`src/rtl/mul_pkg.sv`:
```
// ---------------------------------------------------------------------------
// mul_pkg
// Shared definitions for the iterative shift-add multiplier:
//   - state_t : controller state encoding (IDLE, RUN, FIN), 2 bits
//   - clog2   : ceiling log2, used to size the step counter
// ---------------------------------------------------------------------------
package mul_pkg;

  typedef enum logic [1:0] {
    IDLE = 2'd0,
    RUN  = 2'd1,
    FIN  = 2'd2
  } state_t;

  // Ceiling log2 of value; clog2(1) = 0, clog2(9) = 4.
  function automatic int clog2(input int value);
    int r;
    int v;
    r = 0;
    v = value - 1;
    while (v > 0) begin
      r = r + 1;
      v = v >> 1;
    end
    return r;
  endfunction

endpackage

```
`src/rtl/seq_multiplier.sv`:
```
// ---------------------------------------------------------------------------
// seq_multiplier
// Iterative shift-add multiplier, responder end of the start/done multiply
// handshake. One operand pair is captured per accepted start; the 2*BW-bit
// product appears BW+1 edges later together with a one-cycle done pulse.
//
// Ports:
//   clk     in   clock, rising edge
//   rst     in   synchronous active-high reset
//   start   in   request, sampled only while idle
//   a       in   [BW-1:0]   multiplicand, valid with start
//   b       in   [BW-1:0]   multiplier, valid with start
//   product out  [2*BW-1:0] registered result, held between done pulses
//   done    out  one-cycle completion pulse
//   busy    out  high from the capture edge until the done edge
// ---------------------------------------------------------------------------
module seq_multiplier
  import mul_pkg::*;
#(
  parameter int BW     = 8,
  parameter bit SIGNED = 1'b0
) (
  input  logic            clk,
  input  logic            rst,
  input  logic            start,
  input  logic [BW-1:0]   a,
  input  logic [BW-1:0]   b,
  output logic [2*BW-1:0] product,
  output logic            done,
  output logic            busy
);

  localparam int PW = 2 * BW;
  localparam int CW = clog2(BW + 1);

  state_t          state_r;
  state_t          state_nxt_s;
  logic [PW-1:0]   mcand_r;     // multiplicand, pre-shifted by the step count
  logic [BW-1:0]   mplier_r;    // multiplier, consumed LSB first
  logic [PW-1:0]   acc_r;
  logic [CW-1:0]   count_r;
  logic            sign_r;
  logic [PW-1:0]   product_r;
  logic            done_r;
  logic            busy_r;

  logic [BW-1:0]   a_mag_s;
  logic [BW-1:0]   b_mag_s;
  logic            sign_in_s;
  logic [PW-1:0]   acc_step_s;
  logic            last_step_s;

  // Operand magnitudes. -2^(BW-1) negates to itself, which read as an
  // unsigned BW-bit value is exactly 2^(BW-1), so no extra bit is needed.
  always_comb begin
    a_mag_s   = a;
    b_mag_s   = b;
    sign_in_s = 1'b0;
    if (SIGNED) begin
      sign_in_s = a[BW-1] ^ b[BW-1];
      if (a[BW-1]) begin
        a_mag_s = ~a + BW'(1);
      end else begin
        a_mag_s = a;
      end
      if (b[BW-1]) begin
        b_mag_s = ~b + BW'(1);
      end else begin
        b_mag_s = b;
      end
    end else begin
      sign_in_s = 1'b0;
    end
  end

  // One shift-add step: accumulate the shifted multiplicand when the
  // current multiplier bit is set.
  always_comb begin
    acc_step_s  = acc_r;
    last_step_s = (count_r == CW'(BW - 1));
    if (mplier_r[0]) begin
      acc_step_s = acc_r + mcand_r;
    end else begin
      acc_step_s = acc_r;
    end
  end

  // Next-state logic.
  always_comb begin
    state_nxt_s = state_r;
    case (state_r)
      IDLE: begin
        if (start) begin
          state_nxt_s = RUN;
        end else begin
          state_nxt_s = IDLE;
        end
      end
      RUN: begin
        if (last_step_s) begin
          state_nxt_s = FIN;
        end else begin
          state_nxt_s = RUN;
        end
      end
      FIN:     state_nxt_s = IDLE;
      default: state_nxt_s = IDLE;
    endcase
  end

  // State register and datapath registers.
  always_ff @(posedge clk) begin
    if (rst) begin
      state_r   <= IDLE;
      mcand_r   <= {PW{1'b0}};
      mplier_r  <= {BW{1'b0}};
      acc_r     <= {PW{1'b0}};
      count_r   <= {CW{1'b0}};
      sign_r    <= 1'b0;
      product_r <= {PW{1'b0}};
      done_r    <= 1'b0;
      busy_r    <= 1'b0;
    end else begin
      state_r <= state_nxt_s;
      done_r  <= 1'b0;
      case (state_r)
        IDLE: begin
          if (start) begin
            mcand_r  <= {{BW{1'b0}}, a_mag_s};
            mplier_r <= b_mag_s;
            acc_r    <= {PW{1'b0}};
            count_r  <= {CW{1'b0}};
            sign_r   <= sign_in_s;
            busy_r   <= 1'b1;
          end
        end
        RUN: begin
          acc_r    <= acc_step_s;
          mcand_r  <= {mcand_r[PW-2:0], 1'b0};
          mplier_r <= {1'b0, mplier_r[BW-1:1]};
          count_r  <= count_r + CW'(1);
        end
        FIN: begin
          if (SIGNED && sign_r) begin
            product_r <= ~acc_r + PW'(1);
          end else begin
            product_r <= acc_r;
          end
          done_r <= 1'b1;
          busy_r <= 1'b0;
        end
        default: begin
          busy_r <= 1'b0;
        end
      endcase
    end
  end

  assign product = product_r;
  assign done    = done_r;
  assign busy    = busy_r;

endmodule

```
`config.mk`:
```
export PLATFORM = sky130hd
export DESIGN_NAME = seq_multiplier
export DESIGN_NICKNAME = d
export VERILOG_FILES = /design/src/rtl/mul_pkg.sv /design/src/rtl/seq_multiplier.sv
export SDC_FILE = /design/constraint.sdc
export NUM_CORES = 1
export LEC_CHECK = 0
export CAP_MARGIN = 10
export CORE_UTILIZATION = 55
export CTS_BUF_LIST = sky130_fd_sc_hd__clkbuf_16
export DETAILED_ROUTE_END_ITERATION = 10
export HOLD_SLACK_MARGIN = 0.15
export PLACE_DENSITY = 0.79
export REMOVE_ABC_BUFFERS = 1
export SLEW_MARGIN = 20
export SYNTH_ARGS = -nofsm -noshare
export SYNTH_HDL_FRONTEND = slang
export SYNTH_SLANG_ARGS = --single-unit
```
`constraint.sdc`:
```
create_clock -name clk -period 4.4 [get_ports clk]
set_input_delay 1.1 -clock clk [delete_from_list [all_inputs] [get_ports clk]]
set_output_delay 1.1 -clock clk [all_outputs]
set_load 0.01 [all_outputs]
```
==> results of run 1 <==
-- worst paths after layout --
| path | end | slack, ns | cells after the start |
|---|---|---|---|
| min | product[5] | 0.45 | 2 |
| max | count_r[2] | 1.84 | 6 |
| max reg2reg | acc_r[12] | 2.03 | 9 |
| min reg2reg | product[5] | 0.45 | 2 |
-- per-stage QoR --
step / total power (W) / util (%) / instance area [um2]
finish: 0.00138 / 70.5 / 3670
detailed placement: 0.000731 / 65.1 / 3390
CTS: 0.00139 / 70.5 / 3670
global route: 0.00144 / 70.5 / 3670
floorplan: 0.000686 / - / 2940
global placement: 0.000728 / 65.1 / 3390
-- per-layer routing --
layer	vias to the layer above	global-route usage, %	part of all wire [%]
met3	13	6.11	5.3
met2	78	34.8	44
met1	1228	32.1	48
met4	0	8.27	2.1
met5	-	0	0
li1	1318	-	-
-- tightest hold or removal path, stage by stage (launching register included) --
cell	delay [ns]
dfxtp_1	0.30
nand2_1	0.05
a21oi_1	0.05
-- registers in the layout (all words and copies together), names as in the netlist --
| signal | count |
|---|---|
| mplier_r | 8 |
| mcand_r | 16 |
| count_r | 4 |
| state_r | 2 |
| acc_r | 16 |
| done | 1 |
| busy | 1 |
| product | 16 |
-- cells in the mapped netlist, types with 3 or more instances --
| cell | instances |
|---|---|
| o21ai_0 | 5 |
| a211oi_1 | 3 |
| ha_1 | 16 |
| nor3_1 | 3 |
| a21o_1 | 3 |
| buf_2 | 4 |
| clkbuf_1 | 16 |
| dfxtp_1 | 64 |
| xnor2_1 | 9 |
| inv_1 | 8 |
| xor2_1 | 4 |
| a22oi_1 | 17 |
| nor2b_1 | 6 |
| a21oi_1 | 33 |
| o21bai_1 | 3 |
| nor2_1 | 66 |
| nand2_1 | 42 |
| nor4_1 | 12 |
| nand2b_1 | 3 |
| a22o_1 | 7 |
-- logic make-up (layout without fill, tap and decap cells) --
logic type	count (synthesis)	count (layout)	synth area share, %
AOI/OAI and AO/OA	90	90	21.3
and+or+nand+nor	146	146	21.5
DFF	64	64	42.4
xor gates and xnor gates	13	13	3.77
buffers and inverters	29	60	3.77
adders and majority gates	17	17	7.28
-- power breakdown --
| group | internal [W] | switching [W] | leakage [nW] |
|---|---|---|---|
| sequential | 0.000599 | 0.0000145 | 0.520 |
| combinational | 0.0000461 | 0.0000610 | 0.758 |
| clock | 0.000427 | 0.000235 | 0.144 |
-- cell type report --
class	count	area (um2)
multi-input combinational	266	1630
fill	425	1530
sequential	64	1280
timing repair buffer	37	363
clock buffer	9	225
tap	70	87.6
clock inverter	6	52.6
inverter	8	30.0
==> flow_metrics.env, run 1 <==
export IMPL_cts_setup_buffers=0
export IMPL_max_stage_delay_ns=0.68
export IMPL_status="finished, final reports clean"
export IMPL_die_height_um=76.2
export IMPL_layout_common_cells="66 x nor2_1, 64 x dfxtp_1, 42 x nand2_1"
export IMPL_ios=37
export IMPL_yosysTopAreaCell="dfxtp_1"
export IMPL_powerDensity_nw_per_um2=377
export IMPL_antenna_cells=0
export IMPL_worstReg2RegStart="mcand_r[0]"
export IMPL_tns_ns=0
export IMPL_vias=2637
export IMPL_startpoint="start"
export IMPL_grt_util_all_layers_pct=23.2
export IMPL_nNetsFinal=422
export IMPL_critical_path_class="in2reg"
export IMPL_firstDrtPassIters=5
export IMPL_grt_pass1_wl_um=10700
export IMPL_num_rows=26
export IMPL_hold_start="product[5]"
export IMPL_final_cells=460
export IMPL_cp_common_cell="nor2_1"
export IMPL_antenna_found_initial=0
export IMPL_synth_flop_cell="dfxtp_1"
export IMPL_setup_violations=0
export IMPL_synth_edf_count=0
export IMPL_layout_commonest_cell="nor2_1"
export IMPL_yosys_warnings=0
export IMPL_cts_sinks=64
export IMPL_worst_slack_ns=1.84
export IMPL_p_leak_nw=1.42
export IMPL_drc=0
export IMPL_numCtsBuffers=9
export IMPL_clk_pin_slew_ns=0.05
export IMPL_synth_area_per_cell_um2=8.42
export IMPL_async_reset_ff_share_pct=0
export IMPL_grt_overflow=0
export IMPL_cp_required_ns=4.60
export IMPL_worstSetupStartpointType="input pin"
export IMPL_clk_path_buf_depth=2
export IMPL_final_max_slew_viol_count=0
export IMPL_route_antenna_remaining_nets=0
export IMPL_pre_cts_ws_ns=1.50
export IMPL_ctsHoldBuffers=0
export IMPL_cts_resized=0
export IMPL_hold_violations=0
export IMPL_clockRootBuffer="clkbuf_16"
export IMPL_die_w_um=76.2
export IMPL_grt_max_degree=31
export IMPL_arrival_ns=2.76
export IMPL_finClkSkew_ns=0.00563
export IMPL_via_per_inst=5.73
export IMPL_irDropWorstVdd_mv=0.245
export IMPL_post_route_period_util_pct=58.2
export IMPL_crit_path_end_kind="flop"
export IMPL_synth_area_top_cells="dfxtp_1 42%, nor2_1 8.2%, ha_1 6.6%, a21oi_1 5.5%, nand2_1 5.2%"
export IMPL_synth_distinct_cells=50
export IMPL_layout_drive_gt1_share_pct=6.41
export IMPL_htreeDepth=3
export IMPL_synth_ff_latch_count=64
export IMPL_worstPathCellList="clkdlybuf4s50_1, nor2_1, nor2_1, o21ai_0, a21oi_1, nor2_1"
export IMPL_syn_inst=359
export IMPL_first_global_vias=2310
export IMPL_portBuffers=36
export IMPL_slew_headroom_pct=35.7
export IMPL_fmax_mhz=391
export IMPL_synthesis_area_um2=3020
export IMPL_rsz0062_at_grt="false"
export IMPL_dieArea_um2=5800
export IMPL_tightest_slew_ns=0.962
export IMPL_critPathMaxFanout=15
export IMPL_insertion_delay_ns=0.33
export IMPL_min_period_ns=2.56
export IMPL_dp_final_hpwl_um=4330
export IMPL_hold_path_class="reg2reg"
export IMPL_cp_buffers_inverters=1
export IMPL_start_util_pct=58.1
export IMPL_cp_slowest_cell="nor2_1"
export IMPL_core_area_um2=5200
export IMPL_ys_seq_area_share_pct=42.4
export IMPL_routed_wirelength_um=6220
export IMPL_holdWs_ns=0.449
export IMPL_wl_per_cell_um=13.5
export IMPL_area_delta_synth_final_pct=21.4
export IMPL_cpLargestDelayFamily="simple AND/OR/NAND/NOR gates"
export IMPL_maxCapViolations=0
export IMPL_dr_first_iter_drc_count=176
export IMPL_cts_tree="done"
export IMPL_placedCellCount=445
export IMPL_synth_top_area_share_pct=42.4
export IMPL_routabilityCongestion=0.867
(Power assumes the default switching activity.)
==> inputs of run 2 (changes only) <==
CORE_UTILIZATION = 50   (was 55)
PLACE_DENSITY = 0.76   (was 0.79)
clock period = 2.15 ns   (was 4.4 ns; I/O delays follow)
==> run 2 against run 1 <==
Compared with the run above: critical endpoint is now acc_r[12]; final cell count increased by 4.1%; final area increased by 3.2%; global-route usage about the same.
==> flow_metrics.env, run 2 (synthesis results as in run 1) <==
export IMPL_regArea_um2=1280
export IMPL_setup_violations=0
export IMPL_ff2ff_setup_slack_ns=0.04
export IMPL_clockRootBuffer="clkbuf_16"
export IMPL_drc=0
export IMPL_area_delta_synth_final_pct=25.2
export IMPL_grt_pass1_wl_um=11100
export IMPL_ff2ff_path_depth=9
export IMPL_ctsHoldBuffers=0
export IMPL_vias=2611
export IMPL_grt_util_met1_pct=31.2
export IMPL_cts_setup_buffers=0
export IMPL_wl_per_cell_um=14.0
export IMPL_ios=37
export IMPL_hold_start="product[4]"
export IMPL_p_leak_nw=1.50
export IMPL_post_route_period_util_pct=98.1
export IMPL_pre_cts_ws_ns=-0.0405
export IMPL_dieArea_um2=6360
export IMPL_htreeDepth=3
export IMPL_routabilityCongestion=0.876
export IMPL_route_antenna_remaining_nets=0
export IMPL_finClkSkew_ns=0.00534
export IMPL_fillers=476
export IMPL_layout_commonest_cell="nor2_1"
export IMPL_dr_first_iter_drc_count=92
export IMPL_numCtsBuffers=9
export IMPL_reg2reg_to="acc_r[12]"
export IMPL_holdWs_ns=0.449
export IMPL_core_area_um2=5680
export IMPL_dp_final_hpwl_um=4680
export IMPL_critPathMaxFanout=4
export IMPL_cts_tree="done"
export IMPL_hold_violations=0
export IMPL_start_util_pct=53.3
export IMPL_rsz0062_at_grt="true"
export IMPL_busiest_layer="met2"
export IMPL_via_per_inst=5.45
export IMPL_power_total_w=0.00275
export IMPL_arrival_ns=2.33
export IMPL_firstDrtPassIters=4
export IMPL_nNetsFinal=438
export IMPL_layout_common_cells="66 x nor2_1, 62 x dfxtp_1, 42 x nand2_1"
export IMPL_min_period_ns=2.11
export IMPL_powerDensity_nw_per_um2=726
export IMPL_grt_util_all_layers_pct=23.2
export IMPL_multi_input_area_um2=1640
export IMPL_dpl_cell_area_um2=3510
export IMPL_globalRouteMet3Util_pct=4.23
export IMPL_min_to="product[4]"
export IMPL_status="finished, final reports clean"
export IMPL_irDropWorstVdd_mv=0.490
export IMPL_design_area_um2=3790
export IMPL_grt_max_degree=57
export IMPL_layout_drive_gt1_share_pct=11.1
export IMPL_worstSetupStartpointType="flop"
export IMPL_tightest_slew_ns=0.993
export IMPL_fmax_mhz=474
export IMPL_first_global_vias=2346
export IMPL_insertion_delay_ns=0.33
export IMPL_antenna_cells=0
export IMPL_slew_headroom_pct=33.3
export IMPL_maxCapViolations=0
export IMPL_clk_path_buf_depth=2
export IMPL_cts_sinks=64
export IMPL_clk_pin_slew_ns=0.05
export IMPL_cp_required_ns=2.37
export IMPL_routed_wirelength_um=6720
export IMPL_final_max_slew_viol_count=0
export IMPL_grt_util_met2_pct=35.1
export IMPL_portBuffers=36
export IMPL_min_path_cells=2
export IMPL_num_rows=27
export IMPL_antenna_found_initial=0
export IMPL_crit_path_end_kind="flop"
export IMPL_grt_overflow=0
export IMPL_die_w_um=79.8
export IMPL_startpoint="mcand_r[0]"
export IMPL_die_height_um=79.8
export IMPL_worst_slack_ns=0.0405
export IMPL_critical_path_class="reg2reg"
export IMPL_hold_path_class="reg2reg"
export IMPL_worstReg2RegStart="mcand_r[0]"
==> run 2: cell types whose count changed in the layout (fill, tap and decap cells not counted), sizes merged <==
cell    before  now
buf          2   18
bufinv       1    0
clkinv       4    5
inv          9   10
==> run 2: layout make-up <==
class,count,area share [%]
clock buffer,9,5.95
clock inverter,7,0.826
inverter,8,0.793
multi-input combinational,266,43.4
sequential,64,33.9
tap,72,2.38
timing repair buffer,53,12.8
==> run 2: worst max path at each step <==
stage | slack, ns | to
floorplan | 0.03 | acc_r[12]
global placement | 0.01 | acc_r[12]
detailed placement | -0.04 | acc_r[12]
CTS | 0.01 | acc_r[12]
global route | -0.02 | acc_r[12]
finish | 0.04 | acc_r[12]
==> run 2: per-stage QoR <==
step / instances / setup TNS [ns] / util, %
CTS: 479 / 0 / 66.5
detailed placement: 463 / -0.0405 / 61.9
floorplan: 338 / 0 / -
global placement: 463 / 0 / 61.9
global route: 479 / -0.0201 / 66.7
finish: 479 / 0 / 66.7
==> run 2: worst max-delay path, stage by stage (launching register included) <==
cell	delay, ns
dfxtp_2	0.36
ha_4	0.15
inv_2	0.04
fa_2	0.38
nor2b_4	0.13
o2111a_1	0.21
o311a_4	0.23
o221ai_2	0.10
a21o_1	0.17
a32o_1	0.24
==> run 2: metal layers <==
layer | part of all wire, % | wire (um) | vias to the layer above
li1 | - | - | 1348
met1 | 50 | 3330 | 1204
met2 | 45 | 3040 | 48
met3 | 3.3 | 221 | 11
met4 | 2.0 | 134 | 0
met5 | 0 | 0 | -
==> run 2: power by group <==
part | total, W | leakage (nW) | internal [W] | switching (W)
Sequential | 0.00126 | 0.521 | 0.00123 | 0.0000296
Clock | 0.00124 | 0.139 | 0.000756 | 0.000488
Combinational | 0.000249 | 0.837 | 0.000115 | 0.000134
==> run 2: repair_timing <==
action,in CTS,in global routing
resized for setup,1,5
pin swaps,0,5
setup endpoints to repair,1,1
==> edit 1: new RTL, settings of run 2 <==
Register the inputs `start`, `a` and `b` before use, with the module's reset. The logic sees them one clock later. Comments in the files are not updated.
--- a/src/rtl/seq_multiplier.sv
+++ b/src/rtl/seq_multiplier.sv
@@ -34,4 +34,20 @@
   localparam int CW = clog2(BW + 1);
 
+  logic start_q;
+  logic [BW-1:0] a_q;
+  logic [BW-1:0] b_q;
+
+  always_ff @(posedge clk) begin
+    if (rst) begin
+      start_q <= '0;
+      a_q     <= '0;
+      b_q     <= '0;
+    end else begin
+      start_q <= start;
+      a_q     <= a;
+      b_q     <= b;
+    end
+  end
+
   state_t          state_r;
   state_t          state_nxt_s;
@@ -54,18 +70,18 @@
   // unsigned BW-bit value is exactly 2^(BW-1), so no extra bit is needed.
   always_comb begin
-    a_mag_s   = a;
-    b_mag_s   = b;
+    a_mag_s   = a_q;
+    b_mag_s   = b_q;
     sign_in_s = 1'b0;
     if (SIGNED) begin
-      sign_in_s = a[BW-1] ^ b[BW-1];
-      if (a[BW-1]) begin
-        a_mag_s = ~a + BW'(1);
+      sign_in_s = a_q[BW-1] ^ b_q[BW-1];
+      if (a_q[BW-1]) begin
+        a_mag_s = ~a_q + BW'(1);
       end else begin
-        a_mag_s = a;
+        a_mag_s = a_q;
       end
-      if (b[BW-1]) begin
-        b_mag_s = ~b + BW'(1);
+      if (b_q[BW-1]) begin
+        b_mag_s = ~b_q + BW'(1);
       end else begin
-        b_mag_s = b;
+        b_mag_s = b_q;
       end
     end else begin
@@ -91,5 +107,5 @@
     case (state_r)
       IDLE: begin
-        if (start) begin
+        if (start_q) begin
           state_nxt_s = RUN;
         end else begin
@@ -126,5 +142,5 @@
       case (state_r)
         IDLE: begin
-          if (start) begin
+          if (start_q) begin
             mcand_r  <= {{BW{1'b0}}, a_mag_s};
             mplier_r <= b_mag_s;
Behaviour: not the same (a bounded check fails within 4 cycles, from zero or initial values and one cycle with rst high).
==> edit 1 against run 2 <==
- routed wire length increased by 15%
- critical path type unchanged
- combinational power increased by 2%
- sequential power increased by 25%
- non-clock buffer count increased by 2
- worst setup slack got worse by 6.7 ps
- synthesized cell count increased by 11%
- total power increased by 25%
- largest power group is now clock
- synthesized area increased by 17%
- cell area increased by 17%
- highest routed layer unchanged
- clock power increased by 29%
- sequential cell count increased by 17
==> edit 1: results (changes against run 2) <==
Critical path
  • R2r endpoint: acc_r[10]
  • Slowest CP cell: fa_2
  • R2R setup slack: 30 ps
  • Worst reg2reg startpoint: acc_r[0]
  • Worst path max stage delay: 380 ps (about the same)
  • CP Max Fanout: 4 (unchanged)
  • Reg2Reg Depth: 9 (unchanged)

Worst hold path
  • Worst Hold End: product[15]
  • Hold wc startpoint: product[15]
  • Hold-critical path depth: 2 (unchanged)

Power
  • Max VDD drop: 0.4581 mV (-6.6%)
  • Leakage power total: 1.737 nW (+16%)

STA
  • Slew margin rel.: 30.17% (-3.1 points)
  • Clock skew: 5.616 ps (+0.2747 ps)
  • Final Hold Slack: 451.1 ps (+1.809 ps)
  • Endpoints failing hold: 0 (unchanged)

Global routing
  • First-pass GRT wire length: 12.82 mm (+15%)
  • GRT Overall Usage: 21.95% (-1.2 points)
  • Largest net degree at the start of global routing: 54 (-5.3%)
  • Initial antenna violation count: 0 (unchanged)
  • Vias in the first global route: 2839 (+21%)

Final layout
  • Layout cell share with drive strength beyond 1: 11.63% (+0.58 points)
  • Cell Count, Final, Fillers Out: 543 (+13%)
  • Fillers: 580 (+22%)
  • # nets final: 478 (+9.1%)

Synthesis
  • Most frequent cells after synthesis: 81 x dfxtp_1, 49 x nand2_1, 45 x nor2_1
  • Adder-cell share of the synthesized area: 6.202% (-1.1 points)
  • Yosys warning count: 0 (unchanged)
  • Post-Synthesis Cells: 400 (+11%)
  • Post-synthesis mux area share: 0.2819% (+0.28 points)
  • Synth Area in Compound Gates: 23.57% (+2.2 points)
  • Unique masters post-synth: 47 (-6.0%)
  • Seq/Total Area, Yosys: 45.67% (+3.3 points)
  • Ranking of synthesized cells by area: dfxtp_1 46%, ha_1 5.6%, nand2_1 5.2%, a21oi_1 4.8%, nor2_1 4.8%
  • Xor/xnor share of the synthesized area: 3.206% (-0.56 points)

Drt
  • Vias: 2986 (+14%)
  • Starting DRC count in detailed routing: 153 (+66%)
  • Final wirelength: 7.748 mm (+15%)
  • Pre-antenna DRT Iters: 4 (unchanged)

Placed design
  • Buffers on Ports: 36 (unchanged)
  • Placer Congestion: 0.8898 (+1.6%)
  • DP HPWL: 5.055 mm (+8.0%)
  • Placed cells: 523 (+13%)

Clocking
  • Root Buffer: clkbuf_16
  • Clock latency on the worst-skew pair: 340 ps

Run status
  • Run status: finished, final reports clean
## edit 1: layer usage
| metal | vias up | part of all wire [%] | track usage, % |
|---|---|---|---|
| li1 | 1489 | - | - |
| met2 | 88 | 49 | 37.52 |
| met4 | 0 | 2.1 | 11.06 |
| met5 | - | 0 | 0 |
| met1 | 1391 | 44 | 26.55 |
| met3 | 18 | 4.5 | 3.905 |
## edit 1: layout make-up
| cell class | count | share of cell area (%) |
|---|---|---|
| clock inverter | 7 | 1.949 |
| tap | 96 | 2.712 |
| multi-input combinational | 277 | 40.76 |
| timing repair buffer | 55 | 11.24 |
| sequential | 81 | 36.72 |
| clock buffer | 9 | 5.085 |
| inverter | 18 | 1.525 |
## edit 1: worst max-delay path by stage
stage / start / to / cells past startpoint / slack [ps]
after detailed placement: mcand_r[0] / acc_r[10] / 9 / -120
after global placement: mcand_r[0] / acc_r[10] / 9 / 40
after global routing: acc_r[0] / acc_r[10] / 9 / -20
final: acc_r[0] / acc_r[10] / 9 / 30
after CTS: acc_r[0] / acc_r[10] / 9 / 20
after floorplan: mcand_r[0] / acc_r[14] / 9 / 90
## edit 1: stage by stage
step	instance area [um2]	worst slack (ps)	total power, mW
finish	4429	33.84	3.432
global route	4429	-17.87	3.553
CTS	4382	22.19	3.438
detailed placement	4030	-115.3	1.857
global placement	4030	44.43	1.849
floorplan	3442	92.59	1.744
## edit 1: repair_timing
action | CTS | global route
gates resized for setup | 7 | 6
setup buffers | 1 | 3
pin swaps | 1 | 7
endpoints found under the hold margin | 0 | 0
endpoints found under the setup margin | 4 | 4
hold buffers | 0 | 0
## edit 1: logic make-up (layout without fill, tap and decap cells)
kind of cell	count (synthesis)	after routing
flip-flops	81	81
multiplexers	1	1
adder cells (fa/ha/maj)	17	17
buffers and inverters	42	89
AO/OA/AOI/OAI	117	117
AND/OR/NAND/NOR	129	129
XOR/XNOR	13	13
## edit 1: worst reg2reg max path, stage by stage (launching register included)
cell and delay (ps):
dfxtp_4 360, ha_4 140, inv_2 40, fa_2 380, nor2b_4 160, o2111ai_4 180, a21oi_4 270, a31oi_2 130
xnor2_1 150, a22o_1 190
## edit 1: where the power goes
group          switching [mW]  leakage, nW  internal (mW)
Clock                   0.590        0.162           1.01
Combinational           0.141        0.913          0.114
Sequential             0.0296        0.662           1.55
==> edit 2: new RTL, flow settings as in run 2 <==
Without the edit above. Set the parameter `SIGNED` to 1'b1 (it was 1'b0).
--- a/src/rtl/seq_multiplier.sv
+++ b/src/rtl/seq_multiplier.sv
@@ -19,5 +19,5 @@
 #(
   parameter int BW     = 8,
-  parameter bit SIGNED = 1'b0
+  parameter bit SIGNED = 1'b1
 ) (
   input  logic            clk,
Function: no difference found for any inputs over 10 cycles, from zero or initial values and one cycle with rst high; that may be too few to reach the edited logic, so the function may still have changed.
==> edit 2 against run 2 <==
- the flow now finishes with violations (negative setup slack)
- critical path type unchanged
- synthesized area is 22% higher
- total power rose by 14%
- via count grew 32%
- hold slack is essentially flat
- sequential cell count rose by 1
- routed wire length grew 26%
- combinational power is 37% higher
- sequential share of layout area decreased by 6.1 points
- cell area is 24% higher
- worst setup slack worse by 61 ps
==> edit 2: results (changes against run 2) <==
Synthesis
  • Unique masters post-synth: 45 (-10%)
  • Yosys warning count: 0 (unchanged)
  • Most frequent cells after synthesis: 66 x nor2_1, 65 x dfxtp_1, 45 x nand2_1
  • Ranking of synthesized cells by area: dfxtp_1 35%, nor2_1 6.7%, ha_1 6.5%, a21oi_1 5.4%, xnor2_1 5.0%
  • Synth async-reset ratio: 0% (unchanged)
  • Number of flops mapped to enable cells by yosys: 0 (unchanged)
  • Seq/Total Area, Yosys: 35.39% (-7.0 points)
  • Main synth FF type: dfxtp_1

Clocking
  • Htree depth: 3 (unchanged)
  • Clock latency on the worst-skew pair: 320 ps
  • Clock transition at the registers of the reported paths: 50 ps (about the same)
  • CTS buffer count: 9 (unchanged)
  • Bufs on Longest Clock Path: 2 (unchanged)
  • Root Buffer: clkbuf_16

Critical path
  • Reg2Reg Depth: 10 (+1)
  • CP arrival: 2380 ps (+50 ps)
  • CP Max Fanout: 2 (-2)
  • Family with the most delay on the worst path: compound AO/OA/AOI/OAI gates
  • Worst path max stage delay: 390 ps
  • Slowest CP cell: fa_2

Final layout
  • Antenna cells: 0 (unchanged)
  • Fillers: 543 (+14%)
  • Layout cell share with drive strength beyond 1: 13.46% (+2.4 points)
  • # nets final: 554 (+26%)

Global routing
  • Largest net degree at the start of global routing: 56 (-1.8%)
  • First-pass GRT wire length: 14.37 mm (+29%)
  • Met1 usage: 26.68% (-4.6 points)
  • Initial antenna violation count: 0 (unchanged)
  • GRT Overall Usage: 23.94% (+0.77 points)
  • Vias in the first global route: 3326 (+42%)
  • M3 GR Usage: 6.598% (+2.4 points)
  • Met2 GRT Util: 44.05% (+8.9 points)

Run status
  • Run status: complete, but fails checks
  • Violated checks: negative setup slack

Worst hold path
  • Min-delay worst type: reg2reg
  • Hold-critical path depth: 2 (unchanged)

Drt
  • Final wirelength: 8.499 mm (+26%)
  • Wl on met1: 3.600 mm (+8.0%)
  • Vias per std cell: 5.581 (+2.4%)
  • Starting DRC count in detailed routing: 217 (+140%)
  • Pre-antenna DRT Iters: 4 (unchanged)
  • Met2 routed WL: 4.353 mm (+43%)
  • Met3 WL: 444 um (+100%)
  • Top Layer Used: met4
  • Antenna viol nets, final: 0 (unchanged)

Power
  • Max VDD drop: 0.4374 mV (-11%)
  • Leakage power total: 1.889 nW (+26%)

Placed design
  • Buffers on Ports: 36 (unchanged)
  • DP HPWL: 6.155 mm (+31%)
  • Placer Congestion: 0.9855 (+13%)

STA
  • Clock skew: 5.773 ps (+0.4319 ps)
  • Final setup margin: -20.63 ps (-61.16 ps)
  • Worst-Margin Slew: 682.4 ps (-310.1 ps)
  • Finish-stage setup viols: 1 (+1)
  • Setup TNS: -20.63 ps (-20.63 ps)
[edit 2: logic make-up after synthesis]
logic type,share of synthesized area (%)
muxes,0.8166
buffers and inverters,4.015
DFF,35.39
adders and majority gates,7.009
AOI/OAI and AO/OA,24.77
and+or+nand+nor,19.19
xor gates and xnor gates,8.812
[edit 2: timing repair]
item                       in CTS  in global routing
setup buffers                   1                  1
resized for setup               3                 11
pin swaps                       0                  6
hold buffers                    0                  0
setup endpoints to repair       1                  8
[edit 2: final timing paths]
path	from	endpoint	slack (ps)
worst max-delay path	acc_r[0]	acc_r[14]	-20
worst min register to register	product[9]	product[9]	450
worst max register to register	acc_r[0]	acc_r[14]	-20
worst min-delay path	product[9]	product[9]	450
[edit 2: report_power, final]
group | internal [mW] | total, mW | leakage [nW] | switching (mW)
clock network | 1.00 | 1.51 | 0.150 | 0.507
registers | 1.24 | 1.27 | 0.529 | 0.0352
logic | 0.165 | 0.340 | 1.21 | 0.176
[edit 2: area by class of cell]
class / instances / share of cell area (%)
timing repair buffer: 76 / 13.97
clock buffer: 9 / 4.797
inverter: 11 / 0.8795
clock inverter: 7 / 1.812
multi-input combinational: 352 / 48.19
sequential: 65 / 27.80
tap: 96 / 2.559
[edit 2: through the flow]
| step | hold slack (ps) | cell area, um2 | setup WS [ps] | power, mW | cells |
|---|---|---|---|---|---|
| finish | 448.9 | 4695 | -20.63 | 3.123 | 616 |
| global route | 458.1 | 4695 | -96.90 | 3.239 | 616 |
| CTS | 450.6 | 4654 | 7.097 | 3.136 | 615 |
| detailed placement | 443.4 | 4332 | -92.34 | 1.632 | 598 |
| global placement | 437.7 | 4332 | -1.067 | 1.622 | 598 |
| floorplan | 430.3 | 3571 | -188.8 | 1.473 | 428 |
